File: src/rtl/scan_seq_pkg.sv
// Shared types for the scan chain sequencer: FSM state encoding and the
// scan-enable polarity used when driving the chain.
package scan_seq_pkg;

   typedef enum logic [2:0] {
      IDLE = 3'd0,
      LOAD = 3'd1,
      CAPT = 3'd2,
      UNLD = 3'd3,
      RESP = 3'd4
   } state_t;

   localparam logic SE_SHIFT = 1'b1;

endpackage

File: src/rtl/scan_phase_cnt.sv
// Loadable down-counter timing each sequencer phase; o_zero marks the
// final edge of the phase. Load wins over enable and the count never wraps.
module scan_phase_cnt #(
   parameter int CNT_W = 6
) (
   input  logic             i_clk,
   input  logic             i_srst,
   input  logic             i_load,
   input  logic [CNT_W-1:0] i_load_val,
   input  logic             i_en,
   output logic             o_zero
);

   logic [CNT_W-1:0] r_count;

   always_ff @(posedge i_clk) begin
      if (i_srst) begin
         r_count <= '0;
      end else if (i_load) begin
         r_count <= i_load_val;
      end else if (i_en && (r_count != '0)) begin
         r_count <= r_count - 1'b1;
      end
   end

   assign o_zero = (r_count == '0);

endmodule

File: src/rtl/scan_chain_seq.sv
// Scan chain sequencer: loads a pattern MSB first, pulses functional capture,
// unloads the response from the chain tail and returns it over valid/ready.
module scan_chain_seq #(
   parameter int CHAIN_LEN      = 32,
   parameter int CAPTURE_CYCLES = 1
) (
   input  logic                 CP,
   input  logic                 RST,
   input  logic                 cmd_valid,
   output logic                 cmd_ready,
   input  logic [CHAIN_LEN-1:0] cmd_pat,
   output logic                 rsp_valid,
   input  logic                 rsp_ready,
   output logic [CHAIN_LEN-1:0] rsp_data,
   output logic                 scan_se,
   output logic                 scan_si,
   input  logic                 scan_so,
   output logic                 busy
);

   import scan_seq_pkg::*;

   localparam int               CNT_W      = $clog2(CHAIN_LEN + 1);
   localparam logic [CNT_W-1:0] LAST_SHIFT = CNT_W'(CHAIN_LEN - 1);
   localparam logic [CNT_W-1:0] LAST_CAPT  = CNT_W'(CAPTURE_CYCLES - 1);

   state_t                 r_state,     w_state_next;
   logic [CHAIN_LEN-1:0]   r_pat,       w_pat_next;
   logic [CHAIN_LEN-1:0]   r_shreg,     w_shreg_next;
   logic [CHAIN_LEN-1:0]   r_rsp_data,  w_rsp_data_next;
   logic                   r_rsp_valid, w_rsp_valid_next;
   logic                   r_cmd_ready, w_cmd_ready_next;
   logic                   r_scan_se,   w_scan_se_next;
   logic                   r_scan_si,   w_scan_si_next;
   logic                   r_busy,      w_busy_next;

   logic                   w_cnt_load;
   logic [CNT_W-1:0]       w_cnt_val;
   logic                   w_cnt_en;
   logic                   w_cnt_zero;

   scan_phase_cnt #(
      .CNT_W (CNT_W)
   ) u_phase_cnt (
      .i_clk      (CP),
      .i_srst     (RST),
      .i_load     (w_cnt_load),
      .i_load_val (w_cnt_val),
      .i_en       (w_cnt_en),
      .o_zero     (w_cnt_zero)
   );

   always_ff @(posedge CP) begin
      if (RST) begin
         r_state     <= IDLE;
         r_pat       <= '0;
         r_shreg     <= '0;
         r_rsp_data  <= '0;
         r_rsp_valid <= 1'b0;
         r_cmd_ready <= 1'b1;
         r_scan_se   <= 1'b0;
         r_scan_si   <= 1'b0;
         r_busy      <= 1'b0;
      end else begin
         r_state     <= w_state_next;
         r_pat       <= w_pat_next;
         r_shreg     <= w_shreg_next;
         r_rsp_data  <= w_rsp_data_next;
         r_rsp_valid <= w_rsp_valid_next;
         r_cmd_ready <= w_cmd_ready_next;
         r_scan_se   <= w_scan_se_next;
         r_scan_si   <= w_scan_si_next;
         r_busy      <= w_busy_next;
      end
   end

   // scan_se/scan_si are set one edge ahead so each shift edge sees the
   // registered value it needs; the counter is reloaded on every phase entry.
   always_comb begin
      w_state_next     = r_state;
      w_pat_next       = r_pat;
      w_shreg_next     = r_shreg;
      w_rsp_data_next  = r_rsp_data;
      w_rsp_valid_next = r_rsp_valid;
      w_scan_se_next   = r_scan_se;
      w_scan_si_next   = r_scan_si;
      w_cnt_load       = 1'b0;
      w_cnt_val        = LAST_SHIFT;
      w_cnt_en         = 1'b0;

      if (r_rsp_valid && rsp_ready) begin
         w_rsp_valid_next = 1'b0;
      end

      case (r_state)
         IDLE: begin
            if (cmd_valid && r_cmd_ready) begin
               w_state_next   = LOAD;
               w_pat_next     = cmd_pat;
               w_scan_se_next = SE_SHIFT;
               w_scan_si_next = cmd_pat[CHAIN_LEN-1];
               w_cnt_load     = 1'b1;
               w_cnt_val      = LAST_SHIFT;
            end
         end
         LOAD: begin
            w_cnt_en       = 1'b1;
            w_pat_next     = {r_pat[CHAIN_LEN-2:0], r_pat[CHAIN_LEN-1]};
            w_scan_si_next = r_pat[CHAIN_LEN-2];
            if (w_cnt_zero) begin
               w_state_next   = CAPT;
               w_scan_se_next = ~SE_SHIFT;
               w_scan_si_next = 1'b0;
               w_cnt_load     = 1'b1;
               w_cnt_val      = LAST_CAPT;
            end
         end
         CAPT: begin
            w_cnt_en = 1'b1;
            if (w_cnt_zero) begin
               w_state_next   = UNLD;
               w_scan_se_next = SE_SHIFT;
               w_scan_si_next = 1'b0;
               w_cnt_load     = 1'b1;
               w_cnt_val      = LAST_SHIFT;
            end
         end
         UNLD: begin
            w_cnt_en     = 1'b1;
            w_shreg_next = {r_shreg[CHAIN_LEN-2:0], scan_so};
            if (w_cnt_zero) begin
               w_state_next   = RESP;
               w_scan_se_next = ~SE_SHIFT;
            end
         end
         RESP: begin
            w_rsp_data_next  = r_shreg;
            w_rsp_valid_next = 1'b1;
            w_state_next     = IDLE;
         end
         default: begin
            w_state_next   = IDLE;
            w_scan_se_next = ~SE_SHIFT;
         end
      endcase

      w_busy_next      = (w_state_next != IDLE);
      w_cmd_ready_next = (w_state_next == IDLE) && !w_rsp_valid_next;
   end

   assign cmd_ready = r_cmd_ready;
   assign rsp_valid = r_rsp_valid;
   assign rsp_data  = r_rsp_data;
   assign scan_se   = r_scan_se;
   assign scan_si   = r_scan_si;
   assign busy      = r_busy;

endmodule

File: config.mk
export PLATFORM = sky130hd
export DESIGN_NAME = scan_chain_seq
export DESIGN_NICKNAME = d
export VERILOG_FILES = /design/src/rtl/scan_seq_pkg.sv /design/src/rtl/scan_phase_cnt.sv /design/src/rtl/scan_chain_seq.sv
export SDC_FILE = /design/constraint.sdc
export NUM_CORES = 1
export LEC_CHECK = 0
export CORE_ASPECT_RATIO = 0.75
export CORE_UTILIZATION = 45
export DETAILED_ROUTE_END_ITERATION = 8
export HOLD_SLACK_MARGIN = 0.1
export PLACE_DENSITY = 0.69
export SLEW_MARGIN = 20
export SYNTH_ARGS = -nofsm -noshare
export SYNTH_HDL_FRONTEND = slang
export SYNTH_SLANG_ARGS = --single-unit
File: constraint.sdc
create_clock -name CP -period 1.5 [get_ports CP]
set_input_delay 0.15 -clock CP [delete_from_list [all_inputs] [get_ports CP]]
set_output_delay 0.15 -clock CP [all_outputs]
set_load 0.05 [all_outputs]
==> results of run 1 <==
[path summary, 6_finish.rpt]
kind | depth (start not counted) | slack [ps] | from | endpoint
hold reg to reg | 2 | 460 | rsp_data[31]$_SDFFE_PP0N_ | rsp_data[31]$_SDFFE_PP0N_
setup / recovery | 7 | -20 | u_phase_cnt.r_count[0]$_SDFFE_PP0P_ | u_phase_cnt.r_count[3]$_SDFFE_PP0P_
hold / removal | 2 | 170 | RST | r_state[0]$_SDFF_PP0_
setup reg to reg | 7 | -20 | u_phase_cnt.r_count[0]$_SDFFE_PP0P_ | u_phase_cnt.r_count[3]$_SDFFE_PP0P_
[synth_stat cells (all sizes together)]
cell     count
nor4         2
a221oi       1
a31oi        4
nor2b        2
dfxtp      110
or2          1
nand2b       3
nand2      134
nand3        3
a21oi       69
mux2i       32
ha           2
a211oi      35
and2         1
and3         1
a2111oi      2
a21o         2
buf         13
nor2        39
nor3         8
a41o         1
o22ai        2
or3          1
o21ai        6
clkbuf      28
xor2         2
inv          6
[metrics by stage]
| step | total power [mW] | worst slack, ps | std cells |
|---|---|---|---|
| after floorplan | 5.49 | 2.59 | 510 |
| after global placement | 6.30 | -192 | 708 |
| after detailed placement | 6.40 | -245 | 708 |
| after CTS | 8.89 | -36.7 | 729 |
| after global routing | 9.40 | -110 | 729 |
| final | 8.90 | -22.9 | 729 |
[worst max-delay path: stages (launching register included)]
cell and delay, ps:
dfxtp_2 330, inv_2 80, ha_4 150, and3_4 210, a41o_1 220, buf_2 170, o22ai_1 90, a211oi_1 200
[area by class of cell]
cell class	instances	area share, %
sequential	110	38.7
multi-input combinational	353	34.6
timing repair buffer	116	18.6
clock buffer	12	4.48
tap	128	2.80
clock inverter	4	0.503
inverter	6	0.394
[routing by layer]
metal	routed length [µm]	vias up	track usage (%)
li1	-	1901	-
met1	4500	1723	26.8
met2	4350	64	33.2
met3	431	6	6.43
met4	57	0	4.72
met5	0	-	0
[registers in the layout, indices dropped and copies added (netlist names)]
register and cells:
r_pat 32, scan_si 1, cmd_ready 1, r_state 3, scan_se 1, r_shreg 32
rsp_valid 1, u_phase_cnt.r_count 6, rsp_data 32, busy 1
[where the power goes]
group          total [mW]  switching, mW  internal [mW]  leakage, nW
clock                2.28           1.06           1.23        0.143
combinational        2.98           1.52           1.46         1.12
sequential           3.64          0.276           3.36        0.897
total                8.90           2.85           6.05         2.16
[cell families after synthesis]
logic type,Yosys count
AND/OR/NAND/NOR,195
AO/OA/AOI/OAI,122
flip-flops,110
buffers and inverters,47
multiplexers,32
XOR/XNOR,2
adder cells (fa/ha/maj),2
[what timing repair did]
action                                  4_1_cts  5_1_grt
pin swaps                                     4        3
hold buffers                                  0        0
resized for setup                            14        4
cloned                                        1        0
endpoints found under the setup margin       43       77
setup buffers                                 4        0
==> results.json, run 1 <==
{
  "max-vdd-ir-drop_mv": 0.749,
  "rows": 30,
  "synth.area.top_cells": "dfxtp_1, nand2_1, a21oi_1, mux2i_1, a211oi_1",
  "synth-simple-area-share_pct": 18.4,
  "layout_common_cells": "nand2_1, dfxtp_1, buf_4",
  "min_path_type": "input pin to flop",
  "remaining_drc_errors": 0,
  "avgSynthCellArea_um2": 8.46,
  "synth.top_cell.area_share_pct": 51.0,
  "synth_top_family_by_area": "simple AND/OR/NAND/NOR gates",
  "crit_required_ps": 1770,
  "ys_types": 35,
  "run_status": "finished with violations",
  "synth_nets": 549,
  "wl_per_cell_um": 12.8,
  "vias": 3694,
  "yosysTopAreaCell": "dfxtp_1",
  "wl_um": 9340,
  "first_pass_iters": 4,
  "core_area_um2": 9160,
  "clock_sinks": 110,
  "numPortBuffers": 73,
  "grt_pass1_vias": 3578,
  "ys_seq_elements": 110,
  "endpoint_kind": "flop",
  "final_common_cell": "nand2_1",
  "min_period_ps": 1520,
  "crit_type": "flop to flop",
  "place_hpwl_um": 6180,
  "start_util_pct": 47.1,
  "finalSetupViolCount": 3,
  "violations": "setup timing",
  "cap_violations": 0,
  "drive_gt1_share_pct": 20.3,
  "leakagePower_nw": 2.16,
  "root_buffer": "clkbuf_16",
  "worst_pin_slew_ps": 308,
  "setup_ws_ps": -22.9,
  "n_antenna_cell": 0,
  "overflow": 0,
  "htree_levels": 3,
  "grt_pass1_wl_um": 16300,
  "cp_max_fo": 4,
  "netlist_area_um2": 4310,
  "area_delta_synth_final_pct": 32.6,
  "regArea_um2": 2210,
  "final_nets": 635,
  "synthAdderAreaFrac_pct": 0.580,
  "max_freq_mhz": 657,
  "power_density_nw_per_um2": 1560,
  "cts_buffer_depth": 2,
  "antenna_found_initial": 0,
  "fin_skew_ps": 7.19,
  "muxShareOfSynthArea_pct": 7.42,
  "postPlaceCellArea_um2": 5340,
  "insertion_delay_ps": 350,
  "cts_tree": "done",
  "synth-compound-area-share_pct": 17.1,
  "yosys_warnings": 0,
  "nFillCells": 820,
  "critPathLaunchType": "flop",
  "antenna_left": 0,
  "die_w_um": 115,
  "clk_pin_slew_ps": 70,
  "final_util_pct": 62.5,
  "synthXorXnorAreaFrac_pct": 0.406,
  "grt_usage_pct": 20.5,
  "rsz0062_at_grt": "true",
  "critPathArrivalTime_ps": 1790,
  "die-area_um2": 9990,
  "hold-worst-slack_ps": 174,
  "min_period_over_period_pct": 102,
  "ios": 74,
  "die_h_um": 86.8,
  "fin_tns_setup_ps": -41.2,
  "viasPerCell": 5.07,
  "cts_buffers": 9,
  "relSlewSlack_pct": 79.3,
  "first_iter_violations": 238,
  "seq_area_frac_synth_pct": 51.0,
  "place_congestion": 0.783,
  "syn_inst": 510,
  "grt_start_max_net_pins": 65,
  "multi_input_area_um2": 1980,
  "final_max_slew_viol_count": 0,
  "stdcell_area_um2": 5720,
  "hold_viol": 0
}
No activity file was read; power rests on OpenSTA's default activity.
==> run 2, diff against run 1 <==
Settings changed: CORE_ASPECT_RATIO 0.75 to 0.7.
==> results.json, run 2 (same netlist as run 1, synthesis figures left out) <==
{
  "finalSetupViolCount": 20,
  "critPathLaunchType": "flop",
  "drive_gt1_share_pct": 22.5,
  "rows": 29,
  "pre_cts_ws_ps": -281,
  "postPlaceCellArea_um2": 5350,
  "min_path_type": "input pin to flop",
  "htree_levels": 3,
  "cap_violations": 0,
  "slowest_stage": "dfxtp_2",
  "crit_type": "flop to flop",
  "worstPathCellList": "inv_2 > ha_4 > and3_4 > buf_6 > a31oi_4 > buf_4 > o22ai_2 > a211oi_2",
  "wl_um": 10200,
  "hold-worst-slack_ps": 261,
  "area_delta_synth_final_pct": 36.0,
  "remaining_drc_errors": 0,
  "grt_usage_pct": 20.5,
  "place_congestion": 0.788,
  "die_h_um": 83.9,
  "place_hpwl_um": 6500,
  "final_common_cell": "nand2_1",
  "antenna_found_initial": 0,
  "stdcell_count": 732,
  "dp.cells": 704,
  "viasPerCell": 5.14,
  "die_w_um": 119,
  "first_iter_violations": 189,
  "clock_sinks": 110,
  "antenna_left": 0,
  "final_nets": 642,
  "wl_per_cell_um": 13.9,
  "max_freq_mhz": 629,
  "power_density_nw_per_um2": 1590,
  "cts_tree": "done",
  "grt_pass1_wl_um": 16500,
  "fin_skew_ps": 5.24,
  "ios": 74,
  "first_pass_iters": 4,
  "cts_hold_buf": 0,
  "final_max_slew_viol_count": 0,
  "clk_pin_slew_ps": 70,
  "violations": "setup timing",
  "setup_ws_ps": -90.2,
  "endpoint_kind": "flop",
  "relSlewSlack_pct": 69.7,
  "overflow": 0,
  "rsz0062_at_grt": "true",
  "n_antenna_cell": 0,
  "min_period_ps": 1590,
  "cp_max_fo": 5,
  "numPortBuffers": 73,
  "hold_viol": 0,
  "root_buffer": "clkbuf_16",
  "cts_buffer_depth": 2,
  "max-vdd-ir-drop_mv": 0.758,
  "insertion_delay_ps": 340,
  "crit_required_ps": 1770,
  "grt_pass1_vias": 3475,
  "crit_family": "compound AO/OA/AOI/OAI gates",
  "vias": 3760,
  "final_util_pct": 63.9,
  "min_period_over_period_pct": 106,
  "core_area_um2": 9180,
  "worst_pin_slew_ps": 454,
  "critPathArrivalTime_ps": 1860,
  "stdcell_area_um2": 5870,
  "run_status": "finished with violations",
  "die-area_um2": 9990,
  "layout_common_cells": "nand2_1, dfxtp_1, buf_4",
  "leakagePower_nw": 2.20,
  "crit_path_max_incr_delay_ps": 340,
  "power_mw": 9.33,
  "timing.critical_path.buf_inv": 3,
  "cts_buffers": 9,
  "grt_start_max_net_pins": 40,
  "fin_tns_setup_ps": -428,
  "start_util_pct": 47.0
}
## run 2: changes by cell type in the layout (fill, tap and decap cells not counted), sizes merged
cell,delta
inv,+1
clkinv,-1
clkinvlp,+2
clkbuf,-1
buf,+5
a41o,+1
## run 2: power by group
part	leakage (nW)	internal, mW	switching (mW)	total (mW)
clock network	0.130	1.14	1.08	2.22
registers	0.896	3.36	0.277	3.64
logic	1.17	1.74	1.73	3.47
total	2.20	6.24	3.09	9.33
## run 2: worst paths after layout
kind	start	endpoint	slack [ps]	cells past startpoint
min	RST	rsp_data[5]$_SDFFE_PP0N_	260	2
max	u_phase_cnt.r_count[0]$_SDFFE_PP0P_	u_phase_cnt.r_count[3]$_SDFFE_PP0P_	-90	8
max reg2reg	u_phase_cnt.r_count[0]$_SDFFE_PP0P_	u_phase_cnt.r_count[3]$_SDFFE_PP0P_	-90	8
min reg2reg	r_shreg[31]$_SDFFE_PP0P_	rsp_data[31]$_SDFFE_PP0N_	450	2
## run 2: metal layers
metal	track usage, %	routed length, µm	vias to the layer above
met5	0	0	-
met4	2.88	47	0
met3	6.28	441	6
met2	32.5	4680	72
met1	27.8	5010	1760
li1	-	-	1922
## run 2: layout make-up
| class | instances | area (µm²) |
|---|---|---|
| inverters | 6 | 22.5 |
| flip-flops and latches | 110 | 2210 |
| clock inverters | 6 | 43.8 |
| well taps | 124 | 155 |
| repair buffers | 122 | 1140 |
| fillers | 767 | 3310 |
| clock buffers | 10 | 229 |
| multi-input cells | 354 | 2060 |
## run 2: timing repair
item                       in CTS  in global routing
setup endpoints to repair      72                 44
cloned                          0                  2
pin swaps                       3                 21
setup buffers                   3                  7
gates resized for setup        14                 18
==> run 3, diff against run 2 <==
Settings changed: SYNTH_HIERARCHICAL set to 1.
==> results.json, run 3 <==
{
  "yosys_warnings": 6,
  "r2r-start": "u_phase_cnt/r_count[1]$_SDFFE_PP0P_",
  "crit_required_ps": 1730,
  "relSlewSlack_pct": 66.3,
  "core_area_um2": 9720,
  "synth_nets": 529,
  "cts_buffers": 9,
  "final_nets": 631,
  "hold_viol": 0,
  "die-area_um2": 10400,
  "drive_gt1_share_pct": 26.3,
  "first_pass_iters": 4,
  "antenna_left": 0,
  "fin_skew_ps": 5.66,
  "async_reset_ff_share_pct": 0,
  "rr_endpoint": "u_phase_cnt/r_count[4]$_SDFFE_PP0P_",
  "n_antenna_cell": 0,
  "root_buffer": "clkbuf_16",
  "antenna_found_initial": 0,
  "finalSetupViolCount": 25,
  "final_util_pct": 64.6,
  "leakagePower_nw": 2.44,
  "place_congestion": 0.816,
  "grt_usage_pct": 21.2,
  "synth.area.top_cells": "dfxtp_1, mux2i_1, a21oi_1, a211oi_1, nand2_1",
  "first_iter_violations": 198,
  "cap_violations": 0,
  "remaining_drc_errors": 0,
  "cts_buffer_depth": 2,
  "stdcell_area_um2": 6280,
  "run_status": "finished with violations",
  "violations": "setup timing",
  "clock_sinks": 110,
  "grt_start_max_net_pins": 49,
  "cts_tree": "done",
  "r2r.worst_path.cells": 10,
  "nFillCells": 787,
  "synth_top_cells_by_count": "dfxtp_1, a21oi_1, nand2_1, mux2i_1, nor2_1",
  "rows": 30,
  "max_freq_mhz": 503,
  "muxShareOfSynthArea_pct": 14.2,
  "synthMostInstantiatedCell": "dfxtp_1",
  "holdPathEnd": "rsp_data[14]$_SDFFE_PP0N_",
  "insertion_delay_ps": 350,
  "syn_inst": 490,
  "final_common_cell": "dfxtp_1",
  "cp_max_fo": 6,
  "rsz0062_at_grt": "true",
  "critPathLaunchType": "flop",
  "hold_path_startpoint": "RST",
  "ios": 74,
  "netlist_area_um2": 4520,
  "yosysTopAreaCell": "dfxtp_1",
  "min_period_over_period_pct": 132,
  "synthFlopType": "dfxtp_1",
  "seq_area_frac_synth_pct": 48.8,
  "critPathArrivalTime_ps": 2220,
  "min_path_type": "input pin to flop",
  "grt_pass1_vias": 3545,
  "grt_pass1_wl_um": 17300,
  "start_util_pct": 46.5,
  "power_density_nw_per_um2": 1460,
  "clk_pin_slew_ps": 70,
  "htree_levels": 3,
  "ys_types": 46,
  "avgSynthCellArea_um2": 9.22,
  "power_mw": 9.19,
  "area_delta_synth_final_pct": 39.0,
  "setup_ws_ps": -487,
  "max-vdd-ir-drop_mv": 0.919,
  "worst_pin_slew_ps": 505,
  "vias": 3778,
  "numPortBuffers": 73,
  "wl_um": 11200,
  "min_period_ps": 1990,
  "synthXorXnorAreaFrac_pct": 0.776,
  "synthAdderAreaFrac_pct": 0.554,
  "synth.top_cell.area_share_pct": 48.8,
  "synth-compound-area-share_pct": 16.9,
  "place_hpwl_um": 6620,
  "die_h_um": 85.8,
  "viasPerCell": 5.21,
  "die_w_um": 122,
  "endpoint_kind": "flop",
  "layout_common_cells": "dfxtp_1, buf_4, nand2_1, a21oi_1, mux2i_1",
  "final_max_slew_viol_count": 0,
  "ys_seq_elements": 110,
  "synth-edff-count": 0,
  "wl_per_cell_um": 15.4,
  "holdPathStages": 2,
  "rrSetupSlack_ps": -490,
  "synth_top_family_by_area": "compound AO/OA/AOI/OAI gates",
  "crit_type": "flop to flop",
  "synth-simple-area-share_pct": 13.5,
  "overflow": 0,
  "postPlaceCellArea_um2": 5540
}
run 3: cell count changes after synthesis, sizes merged, moves of 4 or more:
cell	delta
a311oi	+4
nor2	+8
mux2i	+32
buf	+4
a31oi	-4
nand2	-67
run 3: metal layers:
layer	vias to the layer above	global-route usage (%)	part of all wire (%)	wire length, µm
li1	1916	-	-	-
met1	1799	29.0	51	5720
met2	56	33.1	45	5040
met3	7	5.72	2.9	323
met4	0	5.39	0.75	84
met5	-	0	0	0
run 3: worst max-delay path, cell delays in order, from the launching register on:
cell	delay (ps)
dfxtp_2	330
inv_2	80
ha_4	130
or4b_4	480
nor2_4	110
inv_2	50
o31ai_4	200
inv_2	100
buf_6	150
o21bai_1	160
a21oi_1	80
run 3: worst max path at each step:
stage                                          end                                start  slack [ps]  cells after the start
2_1_floorplan  u_phase_cnt/r_count[1]$_SDFFE_PP0P_  u_phase_cnt/r_count[1]$_SDFFE_PP0P_        -430                      9
4_1_cts        u_phase_cnt/r_count[1]$_SDFFE_PP0P_  u_phase_cnt/r_count[1]$_SDFFE_PP0P_        -430                     10
6_report       u_phase_cnt/r_count[4]$_SDFFE_PP0P_  u_phase_cnt/r_count[1]$_SDFFE_PP0P_        -490                     10
5_1_grt        u_phase_cnt/r_count[1]$_SDFFE_PP0P_  u_phase_cnt/r_count[1]$_SDFFE_PP0P_        -610                     10
3_5_place_dp   u_phase_cnt/r_count[1]$_SDFFE_PP0P_  u_phase_cnt/r_count[1]$_SDFFE_PP0P_        -580                     10
3_3_place_gp   u_phase_cnt/r_count[1]$_SDFFE_PP0P_  u_phase_cnt/r_count[1]$_SDFFE_PP0P_        -490                     10
run 3: final cells by class:
class,instances,area [µm²],area share [%]
multi-input cells,331,2240,35.7
flip-flops and latches,110,2210,35.2
repair buffers,133,1330,21.2
clock buffers,10,239,3.81
well taps,128,160,2.55
clock inverters,6,70.1,1.12
inverters,7,26.3,0.418
run 3: cells by family after synthesis:
kind of cell,Yosys count
simple gates,138
other cells,1
fa+ha+maj,2
compound gates,122
flops,110
xor+xnor,4
mux,64
buf+inv,49
run 3: timing repair:
action,CTS,global route
gates resized for setup,24,29
hold buffers,0,0
buffers inserted,12,5
endpoints found under the setup margin,75,67
pin swaps,35,17
gates cloned,5,3
run 3: per-stage QoR:
step           instances  TNS, ps  setup WS [ps]  hold WS [ps]
2_1_floorplan        490    -2840           -428           215
3_3_place_gp         692    -6710           -489           443
3_5_place_dp         692    -8170           -577           454
4_1_cts              723    -5930           -428           254
5_1_grt              725    -6920           -606           267
6_report             725    -4470           -487           257
run 3: power breakdown:
part	switching (mW)	internal (mW)
Clock	1.10	1.35
Sequential	0.225	3.28
Combinational	1.59	1.63
